### src/rtl/shifter_pipe.sv
// Pipelined funnel shifter for the OoO shift unit; results are held for the CDB until granted.
// Optional: define SHIFTER_ROTATE_EN to make RORR/RORI/ROLR/ROLI legal.
package shifter_pipe_pkg;
    typedef enum logic [3:0] {
        SRLR = 4'd0, SRLI, SRAR, SRAI, SLLR, SLLI, RORR, RORI, ROLR, ROLI
    } shift_op_t;

    typedef enum logic [2:0] {
        NO_VAL = 3'd0, ALU_1, ALU_2, SHIFT_1, MUL_1, LSU_1
    } rs_tag_t;
endpackage

module shifter_pipe
    import shifter_pipe_pkg::*;
#(
    parameter int unsigned DWIDTH = 32,
    parameter int unsigned STAGES = 2,
    parameter rs_tag_t     TAG    = SHIFT_1
) (
    input  logic              clk_i,
    input  logic              rst_ni,
    input  logic              valid_i,
    input  shift_op_t         oper_i,
    input  logic [DWIDTH-1:0] rs1_val_i,
    input  logic [DWIDTH-1:0] rs2_val_i,
    output logic              ready_o,
    input  logic              flush_i,
    input  logic              cdb_grant_i,
    output logic              cdb_valid_o,
    output rs_tag_t           cdb_tag_o,
    output logic [DWIDTH-1:0] cdb_val_o,
    output logic              busy_o
);
    localparam int unsigned SW  = $clog2(DWIDTH);
    localparam int unsigned FW  = 2 * DWIDTH;
    localparam int unsigned PER = (SW + STAGES - 1) / STAGES;

    logic [STAGES-1:0] valid_q, valid_d, adv;
    logic [FW-1:0]     fun_q [STAGES];
    logic [FW-1:0]     fun_d [STAGES];
    logic [SW-1:0]     amt_q [STAGES];
    logic [SW-1:0]     amt_d [STAGES];

    logic              legal, left, accept;
    logic [DWIDTH-1:0] hi, lo;
    logic [FW-1:0]     fun_in;
    logic [SW-1:0]     amt_in;
    logic              unused_bits;

    // Apply only the funnel levels that belong to pipeline stage k.
    function automatic logic [FW-1:0] shift_levels(input logic [FW-1:0] f,
                                                   input logic [SW-1:0] amt,
                                                   input int unsigned   k);
        logic [FW-1:0] r;
        r = f;
        for (int unsigned i = 0; i < SW; i++) begin
            if (i >= k * PER && i < (k + 1) * PER && amt[i]) r = r >> (1 << i);
        end
        return r;
    endfunction

    always_comb begin
        legal = 1'b1;
        left  = 1'b0;
        hi    = '0;
        lo    = rs1_val_i;
        case (oper_i)
            SRLR, SRLI: ;
            SRAR, SRAI: hi = {DWIDTH{rs1_val_i[DWIDTH-1]}};
            SLLR, SLLI: begin
                left = 1'b1;
                hi   = rs1_val_i;
                lo   = '0;
            end
`ifdef SHIFTER_ROTATE_EN
            RORR, RORI: hi = rs1_val_i;
            ROLR, ROLI: begin
                left = 1'b1;
                hi   = rs1_val_i;
            end
`endif
            default: legal = 1'b0;
        endcase
    end

    // Left ops pre-shift the funnel right by one so that ~shamt yields DWIDTH-shamt.
    assign amt_in = rs2_val_i[SW-1:0] ^ {SW{left}};
    assign fun_in = left ? {lo[0], hi, lo[DWIDTH-1:1]} : {hi, lo};

    always_comb begin
        logic a;
        a              = ~valid_q[STAGES-1] | cdb_grant_i;
        adv            = '0;
        adv[STAGES-1]  = a;
        for (int k = int'(STAGES) - 2; k >= 0; k--) begin
            a      = ~valid_q[k] | a;
            adv[k] = a;
        end
    end

    assign ready_o = adv[0];
    assign accept  = valid_i & ready_o & ~flush_i;

    always_comb begin
        valid_d = valid_q;
        for (int unsigned k = 0; k < STAGES; k++) begin
            fun_d[k] = fun_q[k];
            amt_d[k] = amt_q[k];
        end
        if (adv[0]) begin
            valid_d[0] = accept & legal;
            fun_d[0]   = shift_levels(fun_in, amt_in, 0);
            amt_d[0]   = amt_in;
        end
        for (int unsigned k = 1; k < STAGES; k++) begin
            if (adv[k]) begin
                valid_d[k] = valid_q[k-1];
                fun_d[k]   = shift_levels(fun_q[k-1], amt_q[k-1], k);
                amt_d[k]   = amt_q[k-1];
            end
        end
        if (flush_i) valid_d = '0;
    end

    always_ff @(posedge clk_i or negedge rst_ni) begin
        if (!rst_ni) begin
            valid_q <= '0;
            for (int unsigned k = 0; k < STAGES; k++) begin
                fun_q[k] <= '0;
                amt_q[k] <= '0;
            end
        end else begin
            valid_q <= valid_d;
            for (int unsigned k = 0; k < STAGES; k++) begin
                fun_q[k] <= fun_d[k];
                amt_q[k] <= amt_d[k];
            end
        end
    end

    assign cdb_valid_o = valid_q[STAGES-1];
    assign cdb_tag_o   = cdb_valid_o ? TAG : NO_VAL;
    assign cdb_val_o   = cdb_valid_o ? fun_q[STAGES-1][DWIDTH-1:0] : '0;
    assign busy_o      = |valid_q;

    assign unused_bits = ^{rs2_val_i[DWIDTH-1:SW], fun_q[STAGES-1][FW-1:DWIDTH], amt_q[STAGES-1]};
endmodule

### config.mk
export PLATFORM = sky130hd
export DESIGN_NAME = shifter_pipe
export DESIGN_NICKNAME = d
export VERILOG_FILES = /design/src/rtl/shifter_pipe.sv
export SDC_FILE = /design/constraint.sdc
export NUM_CORES = 1
export LEC_CHECK = 0
export ABC_AREA = 1
export BUFFER_PORTS_ARGS = -buffer_cell sky130_fd_sc_hd__clkbuf_2
export CORE_MARGIN = 2
export CORE_UTILIZATION = 50
export CTS_CLUSTER_DIAMETER = 40
export CTS_CLUSTER_SIZE = 24
export DETAILED_ROUTE_END_ITERATION = 7
export PLACE_DENSITY = 0.72
export SLEW_MARGIN = 10
export SYNTH_ARGS = -nofsm -noshare
export SYNTH_HDL_FRONTEND = slang
export SYNTH_SLANG_ARGS = --single-unit
export TNS_END_PERCENT = 100
### constraint.sdc
create_clock -name clk_i -period 1.8 [get_ports clk_i]
set_input_delay 0.36 -clock clk_i [delete_from_list [all_inputs] [get_ports clk_i]]
set_output_delay 0.36 -clock clk_i [all_outputs]
set_load 0.03 [all_outputs]
; After elaboration in Yosys (flattened, before gate mapping)
; Index checks and enable logic that the tools add are counted.
[word_totals]
output_inout_bits = 38
wordCells = 41
ff_bits = 95
[op_classes]
eq_ne = 5
n_bitwise = 9
n_reduce_logical = 7
mux = 15
[ops]
columns = operator, n
row1 = 32-bit 2-to-1 mux, 3
row2 = 32-bit case mux with 2 select lines, 1
row3 = 63-bit 2-to-1 mux, 1
row4 = 62-bit 2-to-1 mux, 1
row5 = 60-bit 2-to-1 mux, 1
row6 = 56-bit 2-to-1 mux, 1
row7 = 48-bit 2-to-1 mux, 1
row8 = 4-bit by 2-bit == test with 1-bit output (second input constant), 2
row9 = 4-bit by 3-bit == test with 1-bit output (second input constant), 2
row10 = 2-bit OR reduction, 3
row11 = 6-bit OR reduction, 1
row12 = 5-bit XOR, 1
row13 = 4-bit by 1-bit == test with 1-bit output (second input constant), 1
row14 = 4-bit logical NOT, 1
row15 = 1-bit 2-to-1 mux, 4
row16 = 2-bit 2-to-1 mux, 2
row17 = 2-bit nonzero test, 2
row18 = 1-bit AND, 3
row19 = 1-bit inverter, 3
row20 = 1-bit bitwise OR, 2

; Longest topological paths before layout
; Gate-level depths: netlist (run 1).
[depth]
word_depth = 8
ltp_mapped = 12
depth_no_buf = 11

; Least setup slack after synthesis (run 1)
; Ideal clock, no wire load.
[synth_timing]
path_kind = register to output
from = register valid_q[1]
to = output port ready_o
slack_ns = -0.049
arrival_time_ns = 1.489
stages_incl_launch_ff = 8
required_ns = 1.440
n_path_buf = 2
cell_sequence = dfrtp_1 > buf_2 > inv_1 > nor2_4 > inv_1 > nor2_1 > inv_2 > buf_2
[synth_via]
elab_chain_cells = 3
[synth_lines]
columns = element, line
row1 = "start, declared", 38  ; logic [STAGES-1:0] valid_q, valid_d, adv;
row2 = "start signal, assigned", 133  ; valid_q <= valid_d;
row3 = 1-bit inverter, 92  ; a = ~valid_q[STAGES-1] | cdb_grant_i;
row4 = 1-bit bitwise OR, 92
row5 = 1-bit bitwise OR, 96  ; a = ~valid_q[k] | a;
row6 = "end, declared", 26  ; output logic ready_o,
; No other way between the ends.

; Worst setup path after layout (run 1)
; Same ends and word-level chain as after synthesis.

==> summary.md, run 1 <==
| Metric | Value |
|---|---|
| Die area | 15200 µm² |
| Final period util | 0.963 |
| Ys async rst share | 1.00 |
| Synth Instances | 1156 |
| Iter 0 DRT Violations | 723 |
| Adder and majority gate portion of the synthesized area | 0 |
| Top Metal Used | met4 |
| Comb pwr share | 0.308 |
| CP max-delay cell | dfrtp_2 |
| Worst-Margin Slew | 579 ps |
| Yosys warns | 0 |
| DP HPWL | 16.2 mm |
| Initial Util | 0.512 |
| Skew final | 3.77 ps |
| R2R depth | 4 |
| Clk pwr share | 0.279 |
| Top Ports | 111 |
| DR WL met2 | 9.08 mm |
| Crit-path max FO | 10 |
| Vias in the first global route | 6866 |
| Mapped cell area | 7100 µm² |
| RSZ-0062 raised after global routing | no |
| Clock Latency Late Sink | 350 ps |
| Max Fclk | 0.577 GHz |
| Via density | 5.51 |
| VDD IR max | 0.401 mV |
| Pin count of the biggest net entering global routing | 57 |
| Met1 WL | 10.4 mm |
| Crit path DAT | 1370 ps |
| Yosys top cell by area | dfrtp_1 |
| ANT nets after route | 0 |
| DRT Wirelength | 21.5 mm |
| Fin. max-slew vios | 0 |
| Relative slew slack | 0.610 |
| Crit-path cells | inv_1, nor2_4, inv_1, nor2_4, inv_6, buf_4 |
| Antenna violations before repair | 0 |
| P_int | 4.17 mW |
| Root Buffer | clkbuf_16 |
| Post-synthesis xor/xnor area fraction | 0.00476 |
| Hold_ws | 212 ps |
| Simple-Gate Fraction of Synth Area | 0.445 |
| Avg Inst Size Synth | 6.14 µm² |
| Crit. End Element | output port |
| Hold_sp | flush_i |
| Crit path launch | valid_q[1] |
| Reg2reg start | amt_q[8] |
| Hold Crit Class | input pin to flip-flop |
| Die W | 123 µm |
| WHS Path Cells | 2 |
| Final Total Pwr | 6.39 mW |
| Total Routing Usage GR | 0.295 |
| Max stage delay on crit path | 360 ps |
| Sw frac | 0.347 |
| Largest family of logic cells by synthesized area | simple AND/OR/NAND/NOR gates |
| Clock Sinks | 92 |
| Distinct cells, synth | 26 |
| CP top delay family | buffers and inverters |
| Req. time, crit path | 1440 ps |
| Sw Pwr | 2.22 mW |
| Cell Count Post-Placement | 1381 |
| Post-synthesis sequential area ratio | 0.324 |
| Post-synth top flop | dfrtp_1 |
| Leading post-synthesis cells by cell area | dfrtp_1 32%, nand2_1 24%, nand3_1 18% |
| WP depth | 6 |
| Final setup vio count | 0 |
| Overflow after GRT | 0 |
| Clock Path Buffers | 2 |
| Setup slack after layout | 67.4 ps |
| Mux contribution to synthesized area | 0.0113 |
| Drt wl/cell | 15.4 µm |
| Reg power frac | 0.414 |
| Synth-to-layout area growth | 15.0% |
| Routed met3 length | 1.29 mm |
| IO Port Bufs | 81 |
| Global-route wire length before repair | 34.8 mm |
| Synth Register Bits | 92 |
| Most frequent cell after synthesis | nand2_1 |
| Outcome | completed |
| Final min period | 1730 ps |
| Synth top cells by count | 454 x nand2_1, 256 x nand3_1, 92 x dfrtp_1, 66 x o21ai_0, 64 x inv_1 |
| Clock transition at path regs | 60 ps |
| Nature of the critical path startpoint | flip-flop |
| Number of H-tree levels | 3 |
| GP Congestion | 0.942 |
| Share of post-route cells with drive strength above 1 | 0.135 |
| DIE HEIGHT | 123 µm |
| Total CTS buffers | 9 |
| Core area | 13900 µm² |
| Finished Layout Cells | 1399 |
| Post-Syn Nets | 1229 |
| Final nets | 1287 |
| Share of the synthesized area in the top cell type | 0.324 |
| Static leakage | 4.51 nW |
| Critical path buffers and inverters | 4 |
| Pwr dens | 782 nW/µm² |
| Number of synthesized flops with an enable pin | 0 |
| Antenna Cells | 0 |
| Via count | 7709 |
| MaxCap Viol Count | 0 |
| First-pass DRT Iterations | 5 |
| Drc violations | 0 |
| Row cnt | 43 |
| Worst slack at placement | -60.2 ps |
| Final-report hold violation count | 0 |
| Complex-gate fraction of the synthesized area | 0.111 |
| CTS tree | yes |
| Crit path kind | flip-flop to output port |
placed cells by master (no fill, tap or decap), types with 2 or more instances in the layout:
cell / instances
a21oi_1: 39
buf_4: 48
o211ai_1: 15
clkbuf_1: 3
nor2_4: 4
o21ai_1: 18
inv_2: 2
buf_12: 12
clkbuf_8: 3
mux2i_1: 8
clkbuf_2: 79
o21ai_0: 66
o22ai_1: 3
xor2_1: 2
dfrtp_1: 91
nand2_1: 454
a221o_1: 4
nor2_1: 26
nand3_1: 256
inv_1: 64
nand3b_1: 2
clkbuf_16: 9
nand2_2: 2
layout make-up:
class	count	area, µm²
Inverter	68	260
Clock buffer	15	278
Multi-Input combinational cell	902	4080
Timing Repair Buffer	141	1020
Tap cell	180	225
Clock inverter	1	5.00
Sequential cell	92	2300
Fill cell	1411	5710
flip-flops by register name (all words and copies together) (netlist names):
register and flops:
fun_q 88, amt_q 2, valid_q 2
worst reg2reg max path: cells and delay by family, from the launching register on:
family	cells	cell delay, ps
buf+inv	1	190
compound gates	3	860
flops	1	430
layer usage:
layer	up-vias	track usage
li1	3890	-
met4	0	0.120
met3	47	0.0291
met2	308	0.435
met1	3464	0.440
met5	-	0
logic make-up (layout without fill, tap and decap cells):
family,Yosys count,in the layout
and+or+nand+nor,745,745
xor gates and xnor gates,3,3
AOI/OAI and AO/OA,145,145
buffers and inverters,162,225
DFF,92,92
muxes,8,8
other,1,1
power groups by stage:
stage | sequential [mW] | clock (mW) | combinational, mW
after floorplan | 2.61 | 0 | 1.32
after global placement | 2.67 | 0 | 1.91
after detailed placement | 2.68 | 0 | 1.93
after CTS | 2.64 | 1.80 | 1.94
after global routing | 2.69 | 1.88 | 2.21
final | 2.64 | 1.78 | 1.97
through the flow:
stage                     instance area, µm²  utilization  setup TNS [ps]
after detailed placement                7860        0.566            -441
after floorplan                         7100            -               0
final                                   8170        0.589               0
after CTS                               8160        0.588               0
after global placement                  7860        0.566            -194
after global routing                    8170        0.589               0
worst paths after layout:
check	endpoint	slack (ps)
worst min register to register	fun_q[112]	480
worst max register to register	fun_q[8]	200
worst min-delay path	valid_q[1]	210
max in group asynchronous	fun_q[72]	680
worst max-delay path	ready_o	70
min in group asynchronous	fun_q[3]	520
what timing repair did:
item	4_1_cts	5_1_grt
hold buffers	1	0
pin swaps	0	1
hold endpoints to repair	29	0
setup buffers	0	1
gates resized for setup	3	2
setup endpoints to repair	2	1
No activity file was read; power rests on OpenSTA's default activity.
==> inputs of run 2 (changes only) <==
--- a/config.mk
+++ b/config.mk
@@ -12,7 +12,9 @@
 export CTS_CLUSTER_DIAMETER = 40
 export CTS_CLUSTER_SIZE = 24
 export DETAILED_ROUTE_END_ITERATION = 7
+export HOLD_SLACK_MARGIN = 0.06
 export PLACE_DENSITY = 0.72
+export SETUP_SLACK_MARGIN = 0.2
 export SLEW_MARGIN = 10
 export SYNTH_ARGS = -nofsm -noshare
 export SYNTH_HDL_FRONTEND = slang
==> summary.md, run 2 (synthesis results as in run 1) <==
| Metric | Value |
|---|---|
| Outcome | completed |
| Top reg by flops | fun_q |
| Leading cell type in the layout, fill and taps excluded | nand2_1 |
| Final nets | 1294 (+0.54%) |
| Die area | 15200 µm² (unchanged) |
| Hold_sp | flush_i |
| MaxCap Viol Count | 0 (unchanged) |
| Total Routing Usage GR | 0.291 (-0.00352) |
| FF-to-FF setup slack | 210 ps (about the same) |
| IO Port Bufs | 81 (unchanged) |
| Pwr dens | 789 nW/µm² (+0.80%) |
| Finished Layout Cells | 1406 (+0.50%) |
| Share of post-route cells with drive strength above 1 | 0.162 (+0.0270) |
| Sw frac | 0.343 (-0.00421) |
| Hold_ws | 203 ps (-9.26 ps) |
| RSZ-0062 raised after global routing | yes |
| WHS Path Cells | 2 (unchanged) |
| Core area | 13900 µm² (unchanged) |
| Skew final | 6.14 ps (+2.37 ps) |
| Clock Path Buffers | 2 (unchanged) |
| Max Fclk | 0.597 GHz (+3.4%) |
| Row cnt | 43 (unchanged) |
| P_int | 4.44 mW (+6.3%) |
| Req. time, crit path | 1440 ps (about the same) |
| Via density | 5.62 (+1.9%) |
| Reg-to-Reg End | fun_q[88] |
| Clock transition at path regs | 60 ps (about the same) |
| Cell Count Post-Placement | 1373 (-0.58%) |
| Via count | 7895 (+2.4%) |
| Comb pwr share | 0.296 (-0.012) |
| Drc violations | 0 (unchanged) |
| Dpl cell area | 7790 µm² (-0.92%) |
| Hold Crit Class | input pin to flip-flop |
| VDD IR max | 0.404 mV (+0.63%) |
| Reg power frac | 0.394 (-0.020) |
| GP Congestion | 1.04 (+10%) |
| Max FFs per register | 88 (unchanged) |
| Synth-to-layout area growth | 20.5% |
| Worst hold endpoint | valid_q[0] |
| Die W | 123 µm (unchanged) |
| Root Buffer | clkbuf_16 |
| Worst-Margin Slew | 534 ps (-44.8 ps) |
| Clock Latency Late Sink | 350 ps (about the same) |
| Final setup vio count | 0 (unchanged) |
| Largest regs | fun_q (88), amt_q (2), valid_q (2) |
| Total CTS buffers | 9 (unchanged) |
| DP HPWL | 16.1 mm (-0.56%) |
| Final period util | 0.931 (-0.0320) |
| Iter 0 DRT Violations | 651 (-10%) |
| Initial Util | 0.512 (unchanged) |
| Relative slew slack | 0.640 (+0.0302) |
| Antenna violations before repair | 0 (unchanged) |
| Drt wl/cell | 16.1 µm (+5.0%) |
| Sw Pwr | 2.31 mW (+4.3%) |
| CTS tree | yes |
| Fin Setup TNS | 0 ps (unchanged) |
| Top Ports | 111 (unchanged) |
| Post-route cell area | 8560 µm² (+4.8%) |
| Pin count of the biggest net entering global routing | 57 (unchanged) |
| Clk pwr share | 0.310 (+0.031) |
| Crit path kind | flip-flop to output port |
| Crit-path max FO | 2 (-8) |
| Static leakage | 4.67 nW (+3.5%) |
| Most frequent cells in the layout | 454 x nand2_1, 241 x nand3_1, 90 x dfrtp_1 |
| ANT nets after route | 0 (unchanged) |
| Reg2reg start | valid_q[1] |
| Crit path DAT | 1320 ps (-50 ps) |
| R2R depth | 11 (+7) |
| Final min period | 1680 ps (-57.6 ps) |
| DIE HEIGHT | 123 µm (unchanged) |
| Final-report hold violation count | 0 (unchanged) |
| Global-route wire length before repair | 34.3 mm (-1.5%) |
| Fin. max-slew vios | 0 (unchanged) |
| Vias in the first global route | 6767 (-1.4%) |
| First-pass DRT Iterations | 5 (unchanged) |
| Clock Sinks | 92 (unchanged) |
| Number of H-tree levels | 3 (unchanged) |
| Crit. End Element | output port |
| DRT Wirelength | 22.7 mm (+5.6%) |
| Antenna Cells | 0 (unchanged) |
| Overflow after GRT | 0 (unchanged) |
| Nature of the critical path startpoint | flip-flop |
## run 2: cell count changes in the layout (fill, tap and decap cells not counted), sizes merged
| cell | delta |
|---|---|
| clkbuf | -7 |
| buf | +9 |
| bufinv | +2 |
| inv | +1 |
| clkinvlp | +2 |
## run 2: worst max-delay path, cell delays in order, from the launching register on
cell     delay, ps
dfrtp_2        400
inv_2           60
nor2_4          90
inv_2           60
nor2_4         180
inv_8           50
buf_8          130
## run 2: cell type report
| cell class | instances | area, µm² |
|---|---|---|
| fill | 1369 | 5320 |
| clock inverter | 5 | 83.8 |
| inverter | 68 | 264 |
| timing repair buffer | 147 | 1250 |
| clock buffer | 11 | 253 |
| timing repair inverter | 1 | 6.26 |
| multi-input combinational | 902 | 4180 |
| tap | 180 | 225 |
| sequential | 92 | 2300 |
## run 2: repair_timing
| action | 4_1_cts | 5_1_grt |
|---|---|---|
| gates resized for setup | 33 | 39 |
| hold buffers | 1 | 0 |
| pin swaps | 2 | 3 |
| cloned | 1 | 6 |
| hold endpoints to repair | 25 | 0 |
| setup buffers | 5 | 4 |
| endpoints found under the setup margin | 40 | 85 |
## run 2: through the flow
step | setup slack (ps) | util | power (mW)
floorplan | 204 | - | 3.93
global placement | 12.9 | 0.561 | 4.57
detailed placement | -19.8 | 0.561 | 4.59
CTS | 137 | 0.596 | 6.69
global route | 82.8 | 0.617 | 7.11
finish | 125 | 0.617 | 6.75
## run 2: power by group through the flow
| stage | sequential [mW] | combinational [mW] | clock [mW] |
|---|---|---|---|
| after detailed placement | 2.68 | 1.91 | 0 |
| final | 2.66 | 2.00 | 2.09 |
| after global routing | 2.70 | 2.23 | 2.19 |
| after global placement | 2.68 | 1.89 | 0 |
| after CTS | 2.65 | 1.94 | 2.10 |
| after floorplan | 2.61 | 1.32 | 0 |
## run 2: how the worst max path moves through the flow
stage | cells past startpoint | end | slack, ps | startpoint
6_report | 6 | ready_o | 120 | valid_q[1]
5_1_grt | 6 | ready_o | 80 | valid_q[1]
3_5_place_dp | 12 | fun_q[115] | -20 | oper_i[1]
2_1_floorplan | 7 | ready_o | 200 | valid_q[1]
4_1_cts | 6 | ready_o | 140 | valid_q[1]
3_3_place_gp | 12 | fun_q[115] | 10 | oper_i[1]
## run 2: metal layers
metal  wire [µm]  track usage  part of all wire  up-vias
li1            -            -                 -     3910
met1       10400        0.417              0.46     3654
met2       10200        0.446              0.45      288
met3        1290       0.0277             0.057       43
met4         784        0.129             0.035        0
met5           0            0                 0        -
